## config.mk

```make
export PLATFORM = sky130hd
export DESIGN_NAME = return_stack
export DESIGN_NICKNAME = d
export VERILOG_FILES = /design/src/rtl/cpu_pkg.sv /design/src/rtl/stack_mem.sv /design/src/rtl/return_stack.sv
export SDC_FILE = /design/constraint.sdc
export NUM_CORES = 1
export LEC_CHECK = 0
export ABC_AREA = 1
export BUFFER_PORTS_ARGS = -buffer_cell sky130_fd_sc_hd__buf_4
export CAP_MARGIN = 0
export CELL_PAD_IN_SITES_DETAIL_PLACEMENT = 1
export CELL_PAD_IN_SITES_GLOBAL_PLACEMENT = 1
export CORE_MARGIN = 1.5
export CORE_UTILIZATION = 35
export CTS_CLUSTER_DIAMETER = 40
export DETAILED_ROUTE_END_ITERATION = 8
export PLACE_DENSITY_LB_ADDON = 0.1
export SYNTH_ARGS = -nofsm -noshare
export SYNTH_HDL_FRONTEND = slang
export SYNTH_SLANG_ARGS = --single-unit
```

## constraint.sdc

```tcl
create_clock -name clk -period 3 [get_ports clk]
set_input_delay 0.15 -clock clk [delete_from_list [all_inputs] [get_ports clk]]
set_output_delay 0.15 -clock clk [all_outputs]
set_load 0.005 [all_outputs]
```

## src/rtl/cpu_pkg.sv

```systemverilog
// Shared CPU definitions used by the control unit and the fetch-stage blocks.
// Contents:
//   PC_W      - default program-counter width
//   pc_t      - program-counter type at the default width
//   FUNC_JSB  - func encoding of jump-to-subroutine (drives return_stack push)
//   FUNC_RET  - func encoding of return (drives return_stack pop)
package cpu_pkg;

  localparam int PC_W = 12;

  typedef logic [PC_W-1:0] pc_t;

  localparam logic [4:0] FUNC_JSB = 5'b11101;
  localparam logic [4:0] FUNC_RET = 5'b11110;

endpackage

```

## src/rtl/stack_mem.sv

```systemverilog
// Register array holding the return addresses.
// Ports:
//   clk   - rising-edge clock
//   we    - write enable
//   waddr - write slot
//   wdata - write data
//   raddr - read slot (combinational read)
//   rdata - contents of slot raddr
// Contents are deliberately not reset; the owner masks reads while empty.
module stack_mem #(
  parameter int DEPTH  = 8,
  parameter int ADDR_W = 12
) (
  input  logic                     clk,
  input  logic                     we,
  input  logic [$clog2(DEPTH)-1:0] waddr,
  input  logic [ADDR_W-1:0]        wdata,
  input  logic [$clog2(DEPTH)-1:0] raddr,
  output logic [ADDR_W-1:0]        rdata
);

  logic [ADDR_W-1:0] mem [DEPTH];

  always_ff @(posedge clk) begin
    if (we) mem[waddr] <= wdata;
  end

  assign rdata = mem[raddr];

endmodule

```

## src/rtl/return_stack.sv

```systemverilog
// Subroutine-return stack beside the PC register. JSB pushes the return PC,
// RET pops it; the top entry is presented combinationally so RET can use it
// in the same cycle it pops.
// Ports:
//   clk       - rising-edge clock
//   rst       - asynchronous active-low reset
//   push      - store push_addr as new top
//   pop       - discard current top
//   push_addr - return address to store
//   clr_err   - synchronous clear of the sticky flags (a same-cycle set wins)
//   top_addr  - current top entry, 0 when empty
//   count     - number of valid entries
//   empty     - count == 0
//   full      - count == DEPTH
//   overflow  - sticky: a push was dropped while full
//   underflow - sticky: a pop arrived while empty
module return_stack
  import cpu_pkg::*;
#(
  parameter int DEPTH  = 8,
  parameter int ADDR_W = PC_W
) (
  input  logic                       clk,
  input  logic                       rst,
  input  logic                       push,
  input  logic                       pop,
  input  logic [ADDR_W-1:0]          push_addr,
  input  logic                       clr_err,
  output logic [ADDR_W-1:0]          top_addr,
  output logic [$clog2(DEPTH+1)-1:0] count,
  output logic                       empty,
  output logic                       full,
  output logic                       overflow,
  output logic                       underflow
);

  localparam int SP_W  = $clog2(DEPTH);
  localparam int CNT_W = $clog2(DEPTH+1);
  localparam logic [SP_W-1:0]  SP_ONE  = 1;
  localparam logic [CNT_W-1:0] CNT_ONE = 1;
  localparam logic [CNT_W-1:0] CNT_MAX = CNT_W'(DEPTH);

  logic [SP_W-1:0]   sp;
  logic [SP_W-1:0]   sp_dec;
  logic [CNT_W-1:0]  cnt_q;
  logic              is_empty;
  logic              is_full;
  logic              we;
  logic [SP_W-1:0]   waddr;
  logic              do_inc;
  logic              do_dec;
  logic              set_ovf;
  logic              set_unf;
  logic [ADDR_W-1:0] rdata;

  assign sp_dec   = sp - SP_ONE;
  assign is_empty = (cnt_q == '0);
  assign is_full  = (cnt_q == CNT_MAX);

  // Push+pop on a non-empty stack is a replace of the top slot; on an empty
  // stack it degrades to a plain push.
  always_comb begin
    we      = 1'b0;
    waddr   = sp;
    do_inc  = 1'b0;
    do_dec  = 1'b0;
    set_ovf = 1'b0;
    set_unf = 1'b0;
    if (push && pop && !is_empty) begin
      we    = 1'b1;
      waddr = sp_dec;
    end else if (push) begin
      if (is_full) begin
        set_ovf = 1'b1;
      end else begin
        we     = 1'b1;
        do_inc = 1'b1;
      end
    end else if (pop) begin
      if (is_empty) set_unf = 1'b1;
      else          do_dec  = 1'b1;
    end
  end

  always_ff @(posedge clk or negedge rst) begin
    if (!rst) begin
      sp        <= '0;
      cnt_q     <= '0;
      overflow  <= 1'b0;
      underflow <= 1'b0;
    end else begin
      if (do_inc) begin
        sp    <= sp + SP_ONE;
        cnt_q <= cnt_q + CNT_ONE;
      end else if (do_dec) begin
        sp    <= sp_dec;
        cnt_q <= cnt_q - CNT_ONE;
      end
      if (set_ovf)      overflow <= 1'b1;
      else if (clr_err) overflow <= 1'b0;
      if (set_unf)      underflow <= 1'b1;
      else if (clr_err) underflow <= 1'b0;
    end
  end

  stack_mem #(
    .DEPTH  (DEPTH),
    .ADDR_W (ADDR_W)
  ) u_mem (
    .clk   (clk),
    .we    (we),
    .waddr (waddr),
    .wdata (push_addr),
    .raddr (sp_dec),
    .rdata (rdata)
  );

  assign top_addr = is_empty ? '0 : rdata;
  assign count    = cnt_q;
  assign empty    = is_empty;
  assign full     = is_full;

endmodule

```

==> impl_metrics.toml, run 1 <==
[drt]
dr.pass1.iters = 4
route.vias.total = 2870
drt_wl_total_um = 10400
vias_per_cell = 4.85
wl_per_cell_um = 17.6
drt_iter0_markers = 142
drtAntennaViolNets = 0
drc = 0

[finish]
multi_input_comb_area_um2 = 1110
layout.nets = 440
fin_cells = 592
fill_cells = 1314
n_antenna_cell = 0
register_area_um2 = 3110
final_cell_mix = "edfxtp_1, nor2_1, o21ai_0"
final_util = 0.436
syn_to_final_growth_pct = 20.5
layout-drive-gt1-share = 0.193
layout_commonest_cell = "edfxtp_1"

[setup_path]
startpoint_type = "flop"
cp_cell_sequence = "inv_1 > ha_1 > inv_1 > buf_4 > o21ai_0 > o22ai_1 > o21ai_1 > a31oi_1 > buf_4"
cp_max_fo = 14
max_stage_delay_ns = 0.38
cp-end-kind = "output pin"
crit_slowest_cell = "dfrtp_1"
required_ns = 2.85
critPathKind = "flop to output pin"
critPathArrivalTime_ns = 2.45

[timing]
whs_ns = 0.0318
worst_pin_slew_ns = 0.779
report.final.slew_viol_count = 0
finalSetupTns_ns = 0
finalCriticalPeriod_ns = 2.60
final-hold-violation-count = 0
clock_skew_ns = 0.00775
slew_headroom = 0.480
finalSetupViolCount = 0
rsz0062_at_grt = "false"
period_share = 0.866
timing.fmax_mhz = 385

[power_and_ir_drop]
ir_worst_vdd_mv = 0.481
power_density_nw_per_um2 = 1170
power.total_mw = 6.20
p_leak_nw = 1.95

[synthesis]
ys_types = 29
syn_area_um2 = 4380
yosys_warnings = 0
syn_avg_cell_area_um2 = 11.9
synth_seq_cells = 105
syn_nets = 389
synth-seq-area-share = 0.709
synth_cells = 368

[floorplan]
fp.dieArea_um2 = 13200
top_level_ports = 37
fp.dieW_um = 115
rows = 40
initial_core_util = 0.362
die-height_um = 115
coreArea_um2 = 12100

[clock_tree]
cts_tree = "built"
clk_pin_slew_ns = 0.07
clock-sinks = 105
postCtsSetupRepairBufs = 0
clockBufferDepth = 2
cts_root_buf = "clkbuf_16"
numCtsBuffers = 9
cts_hold_buf = 2
cts_resized = 0
cts_max_level = 3
clk_latency_ns = 0.35

[place]
routabilityCongestion = 0.746
place_hpwl_um = 6630
io_buffers = 36
placed_cells = 574

[outcome]
status = "completed"

[global_route]
grt_pass1_wl_um = 16400
antenna_found_initial = 0
grtUsageTotal = 0.168
grt_pass1_vias = 2999
grt_overflow_total = 0
grt_max_degree = 51

[worst_hold_path]
hold_class = "input port to flop"

[flow_run]
max_cap_viol_count = 0
==> metal layers <==
layer	wire length (um)	track usage
met5	0	0
met4	141	0.0519
met3	270	0.0285
met2	4890	0.271
met1	5140	0.235
==> cell usage after synthesis, drive strengths merged <==
library cell,n,area (um2)
edfxtp,96,2880
nor2,83,322
o21ai,67,339
nand2,25,106
inv,21,78.8
a31oi,12,75.1
o22ai,12,75.1
buf,9,42.5
clkbuf,9,33.8
dfrtp,9,225
nand3,9,62.6
ha,4,50.1
xnor2,3,26.3
clkinv,2,7.51
o221ai,2,17.5
xor2,2,17.5
nand3b,1,7.51
nand4,1,6.26
or2,1,6.26
==> path summary, 6_finish.rpt <==
check	start	cells past startpoint	slack (ns)	end
min	push_addr[11]	1	0.03	u_mem.mem[3][11]$_DFFE_PP_
max	sp[1]$_DFFE_PN0P_	9	0.40	top_addr[6]
min in group asynchronous	rst	2	0.17	count[0]$_DFFE_PN0P_
min reg2reg	underflow$_DFFE_PN0P_	2	0.53	underflow$_DFFE_PN0P_
max reg2reg	count[0]$_DFFE_PN0P_	11	0.74	count[3]$_DFFE_PN0P_
max in group asynchronous	rst	2	2.69	overflow$_DFFE_PN0P_
==> power by group <==
group | switching (mW) | internal [mW] | leakage (nW)
clock network | 0.530 | 0.739 | 0.157
registers | 0.108 | 1.95 | 0.985
logic | 1.75 | 1.13 | 0.806
==> flip-flops by register name, summed over array words and instances (netlist names) <==
| signal | cells |
|---|---|
| count | 4 |
| sp | 3 |
| underflow | 1 |
| u_mem.mem | 96 |
| overflow | 1 |
==> worst max-delay path, delay by kind of cell (launching register included) <==
kind | cells | cell delay, ns
flip-flops | 1 | 0.38
adder cells (fa/ha/maj) | 1 | 0.25
AO/OA/AOI/OAI | 4 | 0.62
buffers and inverters | 4 | 0.84
==> layout make-up <==
type / count / share of cell area
tap: 168 / 0.0398
timing repair buffer: 58 / 0.0834
sequential: 105 / 0.589
inverter: 23 / 0.0164
clock buffer: 9 / 0.0427
multi-input combinational: 222 / 0.210
clock inverter: 7 / 0.0187
==> metrics by stage <==
stage,worst slack (ns),area [um2]
finish,0.401,5280
detailed placement,0.752,4940
global placement,0.791,4940
floorplan,0.475,4380
global route,0.207,5280
CTS,0.372,5280
==> kinds of logic after synthesis <==
group                      after synthesis  synth area share
and+or+nand+nor                        120             0.117
buffers and inverters                   41            0.0371
adders and majority gates                4            0.0114
xor gates and xnor gates                 5            0.0100
AOI/OAI and AO/OA                       93             0.116
DFF                                    105             0.709
Power figures use the tool's default switching activity.
==> run 2: changes to the inputs <==
- CORE_UTILIZATION: 35 -> 48
==> run 2 against run 1 <==
  * Global-route usage rose by 6.6 points
  * Cell count fell by 10%
  * First-iteration DRC count fell by 11%
  * Combinational power barely moved
  * Setup slack improved by 0.018 ns
  * Clock skew rose by 0.0032 ns
  * Largest cell class unchanged
  * Sequential share of layout area rose by 1.9 points
  * Cell area fell by 3.1%
==> impl_metrics.toml, run 2 (synthesis results as in run 1) <==
[timing]
rsz0062_at_grt = "false"
finalSetupViolCount = 0
timing.fmax_mhz = 387
worst_pin_slew_ns = 0.847
period_share = 0.860
finalSetupTns_ns = 0
slew_headroom = 0.435
final-hold-violation-count = 0
setup_ws_ns = 0.419
finalCriticalPeriod_ns = 2.58
clock_skew_ns = 0.0109
whs_ns = 0.0149
report.final.slew_viol_count = 0

[drt]
dr.pass1.iters = 4
route.vias.total = 2992
drtAntennaViolNets = 0
vias_per_cell = 5.61
drc = 0
drt_iter0_markers = 126
wl_per_cell_um = 19.9
drt_wl_total_um = 10600

[finish]
register_area_um2 = 3110
multi_input_comb_area_um2 = 1110
largest_register_ffs = 96
syn_to_final_growth_pct = 16.7
layout_commonest_cell = "edfxtp_1"
final_cell_area_um2 = 5110
final_cell_mix = "edfxtp_1, nor2_1, o21ai_0"
fill_cells = 927
n_antenna_cell = 0
top_register = "u_mem.mem"
fin_cells = 533
layout.nets = 441
final_util = 0.584
layout-drive-gt1-share = 0.184

[clock_tree]
clk_latency_ns = 0.37
numCtsBuffers = 9
cts_root_buf = "clkbuf_8"
cts_tree = "built"
postCtsSetupRepairBufs = 0
cts_max_level = 3
clockBufferDepth = 2
clock-sinks = 105
clk_pin_slew_ns = 0.10
cts_hold_buf = 5
cts_resized = 0

[floorplan]
initial_core_util = 0.500
rows = 34
fp.dieW_um = 98.5
fp.dieArea_um2 = 9710
top_level_ports = 37
die-height_um = 98.5
coreArea_um2 = 8760

[power_and_ir_drop]
power.total_mw = 5.93
pwr-share-clk = 0.162
p_leak_nw = 1.90
ir_worst_vdd_mv = 0.552
comb_power_share = 0.490
power_density_nw_per_um2 = 1160
intPower_mw = 3.54
p_switching_mw = 2.39
swShare = 0.403
power_frac_seq = 0.347

[setup_path]
cp_cell_sequence = "inv_1 > ha_1 > xnor2_1 > inv_1 > o21ai_0 > a31oi_1 > buf_4"
rr_worst_depth = 8
critPathKind = "flop to output pin"
cp-end-kind = "output pin"
crit_slowest_cell = "inv_1"
startpoint_type = "flop"
max_stage_delay_ns = 0.65
crit_path_frequent_cell = "inv_1"
cp_max_fo = 24
required_ns = 2.85
critPathArrivalTime_ns = 2.43
reg2reg_slack_ns = 0.61

[global_route]
grtUsageTotal = 0.235
antenna_found_initial = 0
grt_pass1_vias = 3286
grt_overflow_total = 0
grt_pass1_wl_um = 17100
grt_max_degree = 51

[flow_run]
max_cap_viol_count = 0

[place]
io_buffers = 36
routabilityCongestion = 0.761
placed_cells = 512
dpl_worst_slack_ns = 0.669
place_hpwl_um = 6600
placed_area_um2 = 4850

[worst_hold_path]
hold_class = "input port to flop"
worstHoldPathCells = 1

[outcome]
status = "completed"
run 2: worst paths after layout:
kind,startpoint,to
max,sp[0]$_DFFE_PN0P_,top_addr[1]
min,push_addr[1],u_mem.mem[4][1]$_DFFE_PP_
max reg2reg,count[0]$_DFFE_PN0P_,u_mem.mem[2][0]$_DFFE_PP_
min reg2reg,underflow$_DFFE_PN0P_,underflow$_DFFE_PN0P_
max in group asynchronous,rst,sp[2]$_DFFE_PN0P_
min in group asynchronous,rst,count[1]$_DFFE_PN0P_
run 2: layer usage:
layer | up-vias | part of all wire | global-route usage
met2 | 61 | 0.52 | 0.406
met3 | 20 | 0.031 | 0.0355
li1 | 1406 | - | -
met4 | 0 | 0.019 | 0.0964
met5 | - | 0 | 0
met1 | 1505 | 0.43 | 0.296
run 2: critical path, delay by kind of cell (launching register included):
| kind | cells | cell delay (ns) |
|---|---|---|
| adders and majority gates | 1 | 0.21 |
| AOI/OAI and AO/OA | 2 | 0.45 |
| xor gates and xnor gates | 1 | 0.18 |
| DFF | 1 | 0.36 |
| buffers and inverters | 3 | 0.85 |
run 2: power by group through the flow:
stage	combinational [mW]	sequential (mW)	clock (mW)
after floorplan	1.69	2.07	0
after global placement	2.82	2.07	0
after detailed placement	2.90	2.09	0
after CTS	2.96	2.06	0.981
after global routing	3.24	2.09	1.01
final	2.91	2.06	0.962
run 2: layout make-up:
class	count	area share
multi-input combinational	222	0.217
timing repair buffer	59	0.0890
clock buffer	10	0.0250
inverter	23	0.0169
clock inverter	6	0.0179
tap	108	0.0264
sequential	105	0.608
